`config.mk`:
```
export PLATFORM = sky130hd
export DESIGN_NAME = pipeline_controller
export DESIGN_NICKNAME = d
export VERILOG_FILES = /design/src/rtl/pipeline_controller_pkg.sv /design/src/rtl/pipeline_controller_forward_unit.sv /design/src/rtl/pipeline_controller.sv
export SDC_FILE = /design/constraint.sdc
export NUM_CORES = 1
export LEC_CHECK = 0
export ABC_AREA = 1
export BUFFER_PORTS_ARGS = -buffer_cell sky130_fd_sc_hd__clkbuf_2
export CAP_MARGIN = 20
export CELL_PAD_IN_SITES_DETAIL_PLACEMENT = 1
export CELL_PAD_IN_SITES_GLOBAL_PLACEMENT = 1
export CORE_ASPECT_RATIO = 0.5
export CORE_UTILIZATION = 33
export DETAILED_ROUTE_END_ITERATION = 16
export PLACE_DENSITY_LB_ADDON = 0.1
export SETUP_SLACK_MARGIN = 0.3
export SLEW_MARGIN = 20
export SYNTH_ARGS = -nofsm -noshare
export SYNTH_HDL_FRONTEND = slang
export SYNTH_SLANG_ARGS = --single-unit
```
`constraint.sdc`:
```
create_clock -name clk -period 2 [get_ports clk]
set_clock_uncertainty 0.15 [all_clocks]
set_input_delay 0.2 -clock clk [delete_from_list [all_inputs] [get_ports clk]]
set_output_delay 0.2 -clock clk [all_outputs]
set_load 0.03 [all_outputs]
```
`src/rtl/pipeline_controller_pkg.sv`:
```
// Shared encodings for the pipeline hazard/sequencing controller:
// FSM states, forwarding selects and the per-frame control bundle.
package pipeline_controller_pkg;

    typedef enum logic [1:0] {
        CTRL_RUN      = 2'd0,
        CTRL_MEM_WAIT = 2'd1,
        CTRL_FLUSH    = 2'd2
    } ctrl_state_e;

    typedef enum logic [1:0] {
        FWD_REG   = 2'b00,
        FWD_EXMEM = 2'b01,
        FWD_MEMWB = 2'b10
    } fwd_sel_e;

    // Wide enough for FLUSH_CYCLES in 0..3.
    localparam int FLUSHCNT_WIDTH = 2;

    typedef struct packed {
        logic pc_we;
        logic ifid_we;
        logic ifid_flush;
        logic idex_we;
        logic idex_bubble;
        logic exmem_we;
        logic memwb_we;
    } ctrl_bus_t;

    localparam ctrl_bus_t CTRL_ADVANCE = '{
        pc_we:       1'b1,
        ifid_we:     1'b1,
        ifid_flush:  1'b0,
        idex_we:     1'b1,
        idex_bubble: 1'b0,
        exmem_we:    1'b1,
        memwb_we:    1'b1
    };

    localparam ctrl_bus_t CTRL_HOLD = '0;

endpackage

```
`src/rtl/pipeline_controller_forward_unit.sv`:
```
// Combinational EX-operand forwarding comparator; one instance per operand.
// The EX/MEM result is newer than MEM/WB, so it wins when both match.
module forward_unit
    import pipeline_controller_pkg::*;
#(
    parameter int REGADDR_WIDTH = 5
) (
    input  logic [REGADDR_WIDTH-1:0] i_ex_loc,
    input  logic [REGADDR_WIDTH-1:0] i_mem_write_select,
    input  logic                     i_mem_write_enable,
    input  logic [REGADDR_WIDTH-1:0] i_wb_write_select,
    input  logic                     i_wb_write_enable,
    output logic [1:0]               o_sel
);

    logic w_mem_hit;
    logic w_wb_hit;

    // x0 is hard-wired zero and is never a forwarding source.
    assign w_mem_hit = i_mem_write_enable && (i_mem_write_select != '0)
                       && (i_mem_write_select == i_ex_loc);
    assign w_wb_hit  = i_wb_write_enable && (i_wb_write_select != '0)
                       && (i_wb_write_select == i_ex_loc);

    always_comb begin
        o_sel = FWD_REG;
        if (w_mem_hit) begin
            o_sel = FWD_EXMEM;
        end else if (w_wb_hit) begin
            o_sel = FWD_MEMWB;
        end
    end

endmodule

```
`src/rtl/pipeline_controller.sv`:
```
// Hazard and sequencing controller for the IF/ID, ID/EX, EX/MEM, MEM/WB frames
// and the PC: write enables, bubbles, fetch flushes and EX forwarding selects.
module pipeline_controller
    import pipeline_controller_pkg::*;
#(
    parameter int REGADDR_WIDTH  = 5,
    parameter int FLUSH_CYCLES   = 1,
    parameter int STALLCNT_WIDTH = 16
) (
    input  logic                      clk,
    input  logic                      reset,
    input  logic                      id_valid,
    input  logic [REGADDR_WIDTH-1:0]  id_aLoc,
    input  logic                      id_aUsed,
    input  logic [REGADDR_WIDTH-1:0]  id_bLoc,
    input  logic                      id_bUsed,
    input  logic [REGADDR_WIDTH-1:0]  ex_aLoc,
    input  logic [REGADDR_WIDTH-1:0]  ex_bLoc,
    input  logic                      ex_load,
    input  logic [REGADDR_WIDTH-1:0]  ex_writeSelect,
    input  logic                      ex_writeEnable,
    input  logic [REGADDR_WIDTH-1:0]  mem_writeSelect,
    input  logic                      mem_writeEnable,
    input  logic [REGADDR_WIDTH-1:0]  wb_writeSelect,
    input  logic                      wb_writeEnable,
    input  logic                      branch_taken,
    input  logic                      mem_req,
    input  logic                      mem_ready,
    output logic                      pc_we,
    output logic                      ifid_we,
    output logic                      ifid_flush,
    output logic                      idex_we,
    output logic                      idex_bubble,
    output logic                      exmem_we,
    output logic                      memwb_we,
    output logic [1:0]                fwdA_sel,
    output logic [1:0]                fwdB_sel,
    output logic [STALLCNT_WIDTH-1:0] stall_cycles,
    output logic [1:0]                ctrl_state
);

    localparam logic [FLUSHCNT_WIDTH-1:0] FLUSH_LOAD = FLUSHCNT_WIDTH'(FLUSH_CYCLES);
    localparam logic [STALLCNT_WIDTH-1:0] STALL_MAX  = '1;

    ctrl_state_e               r_state;
    ctrl_state_e               w_state_nxt;
    logic [FLUSHCNT_WIDTH-1:0] r_flush_cnt;
    logic [FLUSHCNT_WIDTH-1:0] w_flush_cnt_nxt;
    logic [STALLCNT_WIDTH-1:0] r_stall_cycles;

    ctrl_bus_t  w_ctrl;
    ctrl_bus_t  w_ctrl_out;
    logic       w_freeze;
    logic       w_hazard_a;
    logic       w_hazard_b;
    logic       w_load_use;
    logic       w_stall_tick;
    logic [1:0] w_fwd_a;
    logic [1:0] w_fwd_b;

    assign w_freeze   = mem_req && !mem_ready;
    assign w_hazard_a = id_aUsed && (id_aLoc == ex_writeSelect);
    assign w_hazard_b = id_bUsed && (id_bLoc == ex_writeSelect);
    assign w_load_use = ex_load && ex_writeEnable && (ex_writeSelect != '0)
                        && id_valid && (w_hazard_a || w_hazard_b);

    // Priority: memory freeze, then taken branch, then load-use.
    always_comb begin
        w_ctrl          = CTRL_ADVANCE;
        w_state_nxt     = r_state;
        w_flush_cnt_nxt = r_flush_cnt;
        if (w_freeze) begin
            w_ctrl      = CTRL_HOLD;
            w_state_nxt = CTRL_MEM_WAIT;
        end else if (branch_taken) begin
            w_ctrl.ifid_flush  = 1'b1;
            w_ctrl.idex_bubble = 1'b1;
            w_flush_cnt_nxt    = FLUSH_LOAD;
            w_state_nxt        = (FLUSH_LOAD != '0) ? CTRL_FLUSH : CTRL_RUN;
        end else begin
            case (r_state)
                CTRL_RUN: begin
                    if (w_load_use) begin
                        w_ctrl.pc_we       = 1'b0;
                        w_ctrl.ifid_we     = 1'b0;
                        w_ctrl.idex_bubble = 1'b1;
                    end
                end
                CTRL_FLUSH: begin
                    w_ctrl.ifid_flush = 1'b1;
                    if (w_load_use) begin
                        w_ctrl.pc_we       = 1'b0;
                        w_ctrl.ifid_we     = 1'b0;
                        w_ctrl.idex_bubble = 1'b1;
                    end
                    w_flush_cnt_nxt = (r_flush_cnt != '0) ? r_flush_cnt - 1'b1 : '0;
                    w_state_nxt     = (r_flush_cnt > 2'd1) ? CTRL_FLUSH : CTRL_RUN;
                end
                CTRL_MEM_WAIT: begin
                    // Memory completed: resume any squash window that was interrupted.
                    w_state_nxt = (r_flush_cnt != '0) ? CTRL_FLUSH : CTRL_RUN;
                end
                default: begin
                    w_state_nxt = CTRL_RUN;
                end
            endcase
        end
        if (!(r_state inside {CTRL_RUN, CTRL_MEM_WAIT, CTRL_FLUSH})) begin
            w_state_nxt     = CTRL_RUN;
            w_flush_cnt_nxt = '0;
        end
    end

    assign w_ctrl_out   = reset ? CTRL_HOLD : w_ctrl;
    assign w_stall_tick = !w_ctrl_out.pc_we || w_ctrl_out.ifid_flush;

    always_ff @(posedge clk or posedge reset) begin
        if (reset) begin
            r_state        <= CTRL_RUN;
            r_flush_cnt    <= '0;
            r_stall_cycles <= '0;
        end else begin
            r_state     <= w_state_nxt;
            r_flush_cnt <= w_flush_cnt_nxt;
            if (w_stall_tick && (r_stall_cycles != STALL_MAX)) begin
                r_stall_cycles <= r_stall_cycles + STALLCNT_WIDTH'(1);
            end
        end
    end

    forward_unit #(
        .REGADDR_WIDTH(REGADDR_WIDTH)
    ) u_fwd_a (
        .i_ex_loc          (ex_aLoc),
        .i_mem_write_select(mem_writeSelect),
        .i_mem_write_enable(mem_writeEnable),
        .i_wb_write_select (wb_writeSelect),
        .i_wb_write_enable (wb_writeEnable),
        .o_sel             (w_fwd_a)
    );

    forward_unit #(
        .REGADDR_WIDTH(REGADDR_WIDTH)
    ) u_fwd_b (
        .i_ex_loc          (ex_bLoc),
        .i_mem_write_select(mem_writeSelect),
        .i_mem_write_enable(mem_writeEnable),
        .i_wb_write_select (wb_writeSelect),
        .i_wb_write_enable (wb_writeEnable),
        .o_sel             (w_fwd_b)
    );

    assign pc_we        = w_ctrl_out.pc_we;
    assign ifid_we      = w_ctrl_out.ifid_we;
    assign ifid_flush   = w_ctrl_out.ifid_flush;
    assign idex_we      = w_ctrl_out.idex_we;
    assign idex_bubble  = w_ctrl_out.idex_bubble;
    assign exmem_we     = w_ctrl_out.exmem_we;
    assign memwb_we     = w_ctrl_out.memwb_we;
    assign fwdA_sel     = reset ? FWD_REG : w_fwd_a;
    assign fwdB_sel     = reset ? FWD_REG : w_fwd_b;
    assign stall_cycles = r_stall_cycles;
    assign ctrl_state   = r_state;

endmodule

```
==> flow_metrics.py <==
metrics = {
    "synth": {
        "yosys_warnings": 0,
        "avgSynthCellArea_um2": 6.66,
        "ys_seq_elements": 20,
        "syn_nets": 332,
        "synth_area_leader_cell": "dfrtp_1",
        "yosysUniqueCellTypes": 29,
        "yosys-top-cells-area": "dfrtp_1 (27%), nand2_1 (17%), xor2_1 (9.4%)",
        "synthCells": 279,
        "syn_area_um2": 1860,
        "yosysSeqAreaShare": 0.270,
        "synth_top_area_frac": 0.270,
    },
    "detailed_routing": {
        "vias": 2125,
        "drc_errors": 0,
        "wl_um": 6050,
        "final_antenna_net_count": 0,
        "wl_per_cell_um": 13.7,
        "drt_first_pass_iters": 4,
        "via_per_inst": 4.83,
        "drtIter0Drc": 59,
    },
    "timing": {
        "maxSlewHeadroom": 0.756,
        "fmax_ghz": 0.525,
        "fin_crit_sh": 0.953,
        "tightest_slew_ns": 0.365,
        "finalCriticalPeriod_ns": 1.91,
        "grt_setup_unrepaired": "yes",
        "hold_violations": 0,
        "setup-violations-final": 0,
        "tns_ns": 0,
        "maxSlewViolCount": 0,
    },
    "global_routing": {
        "met2_usage": 0.430,
        "grt_use_met3": 0.0351,
        "grt-ovfl-total": 0,
        "grt_pass1_vias": 2113,
        "grt_first_pass_wirelength_um": 9460,
        "busiest_layer": "met2",
        "grt_use_met1": 0.219,
        "antenna_found_initial": 0,
        "grt.total_usage": 0.209,
        "grt_max_degree": 21,
    },
    "critical_path": {
        "reg2regPathDepth": 13,
        "cp-end-kind": "output pin",
        "crit_arrival_ns": 1.56,
        "crit_start": "ctrl_state[0]",
        "crit_chain": "inv_4 > ha_4 > nor2_1 > nor2_1 > o21ai_1 > inv_1 > nand3_2 > nand2_2 > inv_2 > buf_8",
        "critPathBufInv": 4,
        "cp_common_cell": "nor2_1",
        "critical_path.max_stage_delay_ns": 0.43,
        "cpMaxStageDelayCell": "dfrtp_2",
        "timing.rr.end": "stall_cycles[12]",
        "endpoint": "pc_we",
        "crit_type": "reg2out",
        "startpoint_type": "register",
        "crit_family": "flip-flops",
        "cp.depth": 10,
        "worstPathRequired_ns": 1.65,
        "rrSetupSlack_ns": 0.10,
        "path_max_fanout": 3,
        "regToRegStartpoint": "ctrl_state[0]",
    },
    "cts": {
        "numCtsBuffers": 3,
        "clock_latency_ns": 0.26,
        "clockBufferDepth": 2,
        "clockRootBuffer": "clkbuf_8",
        "tritoncts": "done",
        "htreeDepth": 1,
        "cts.sink_count": 20,
        "path_clk_slew_ns": 0.07,
    },
    "power_and_ir_drop": {
        "clockPowerShare": 0.181,
        "ir_drop_uv": 296,
        "p_int_mw": 0.996,
        "p_per_area_nw_per_um2": 621,
        "total_power_mw": 1.74,
        "p_sw_mw": 0.745,
        "pwr-share-seq": 0.347,
        "pwr-share-comb": 0.472,
        "swShare": 0.428,
        "leakage_nw": 1.46,
    },
    "finish": {
        "final_nets": 424,
        "diodes": 0,
        "seqCellArea_um2": 515,
        "area_growth_pct": 50.9,
        "n_fill_cell": 667,
        "drive_gt1_frac": 0.435,
        "multi_input_area_um2": 1410,
    },
    "floorplanning": {
        "num_io_pins": 76,
        "fp.dieW_um": 108,
        "dieHeight_um": 55.0,
        "dieArea_um2": 5950,
        "start_util": 0.360,
        "core_area_um2": 5160,
        "rows": 18,
    },
    "run_status": {
        "run_status": "finished, final reports clean",
    },
    "job": {
        "cap_violations": 0,
    },
    "placement": {
        "routabilityCongestion": 0.770,
        "hpwl_um": 4410,
        "portBuffers": 75,
    },
    "worst_hold_path": {
        "hp-class": "in2reg",
    },
}
## sequential cells by signal, indices dropped and copies added, names as in the netlist
name / flops
stall_cycles: 16
r_flush_cnt: 2
ctrl_state: 2
## worst min path at each step
stage	endpoint	slack (ns)	cells after the start	startpoint
final	r_flush_cnt[0]	0.21	3	branch_taken
after global routing	r_flush_cnt[1]	0.24	4	branch_taken
after floorplan	r_flush_cnt[0]	0.20	2	branch_taken
after CTS	r_flush_cnt[1]	0.16	4	branch_taken
after global placement	stall_cycles[3]	0.23	3	reset
after detailed placement	r_flush_cnt[1]	0.25	3	reset
## power by group through the flow
stage                     combinational, mW  clock, mW  sequential (mW)
final                                 0.821      0.316            0.604
after global routing                  0.896      0.341            0.618
after CTS                             0.781      0.324            0.601
after detailed placement              0.700          0            0.606
after global placement                0.673          0            0.602
after floorplan                       0.360          0            0.713
## synthesized netlist by cell type
| library cell | number |
|---|---|
| nand2_1 | 85 |
| inv_1 | 31 |
| nand3_1 | 31 |
| nor2_1 | 30 |
| dfrtp_1 | 20 |
| xor2_1 | 20 |
| xnor2_1 | 11 |
| ha_1 | 6 |
| nor3_1 | 6 |
| o21ai_0 | 6 |
| buf_4 | 4 |
| inv_2 | 4 |
| nor4_1 | 4 |
| or2_2 | 3 |
| a21oi_1 | 2 |
| nand3_2 | 2 |
| nand4_1 | 2 |
| a31oi_1 | 1 |
| buf_2 | 1 |
| buf_6 | 1 |
| clkbuf_1 | 1 |
| nand2_4 | 1 |
| nand4_4 | 1 |
| nor2_2 | 1 |
| nor4_4 | 1 |
| o21ai_1 | 1 |
| o22ai_1 | 1 |
| o32ai_1 | 1 |
| o41ai_1 | 1 |
## stage by stage
stage	cells	cell area (µm²)	utilization	hold WS [ns]	setup WS, ns
CTS	436	2700	0.524	0.158	0.0752
global route	440	2800	0.543	0.242	-0.0426
detailed placement	420	2380	0.462	0.246	0.157
global placement	420	2380	0.462	0.226	0.204
finish	440	2800	0.543	0.205	0.0935
floorplan	279	1960	-	0.204	0.219
## final cells by class
class,count,area share
inverters,35,0.0487
well taps,70,0.0312
multi-input cells,218,0.503
repair buffers,93,0.214
flip-flops and latches,20,0.184
clock buffers,4,0.0196
## placed cells by master (no fill, tap or decap), types with 2 or more instances in the layout
cell      count
buf_8         2
ha_1          3
nor4_2        4
nor2_2        3
xor2_1       20
nand3_2      17
clkbuf_2     70
nor3_1        4
nand4_1       2
dfrtp_2      12
buf_12        3
o21ai_1       4
dfrtp_1       8
inv_2         5
nand2_2       6
buf_4        12
ha_4          3
inv_4         2
nand2_8       2
or2_2         3
o21ai_0       3
nand2_1      79
nand3_1      15
nor2_1       27
buf_6         4
inv_1        28
xnor2_1      11
clkbuf_8      5
## worst min-delay path: stages
cell and delay [ns]:
clkbuf_2 0.17, a31oi_1 0.06, o32ai_1 0.13
## metal layers
layer  part of all wire  vias to the layer above  wire length [µm]
li1                   -                     1060                 -
met1               0.42                      989              2540
met2               0.51                       65              3070
met3              0.052                       11               313
met4              0.020                        0               122
met5                  0                        -                 0
## kinds of logic (layout without fill, tap and decap cells)
| logic type | after synthesis | in the layout | share of synthesized area |
|---|---|---|---|
| AOI/OAI and AO/OA | 13 | 13 | 0.0404 |
| buffers and inverters | 42 | 132 | 0.0977 |
| adders and majority gates | 6 | 6 | 0.0404 |
| DFF | 20 | 20 | 0.270 |
| and+or+nand+nor | 167 | 168 | 0.406 |
| xor gates and xnor gates | 31 | 31 | 0.146 |
## timing repair
action | CTS | global route
pin swaps | 17 | 9
hold buffers | 1 | 0
gates resized for setup | 28 | 25
cloned | 1 | 0
endpoints found under the hold margin | 20 | 0
setup endpoints to repair | 22 | 26
setup buffers | 10 | 4
(Power assumes the default switching activity.)
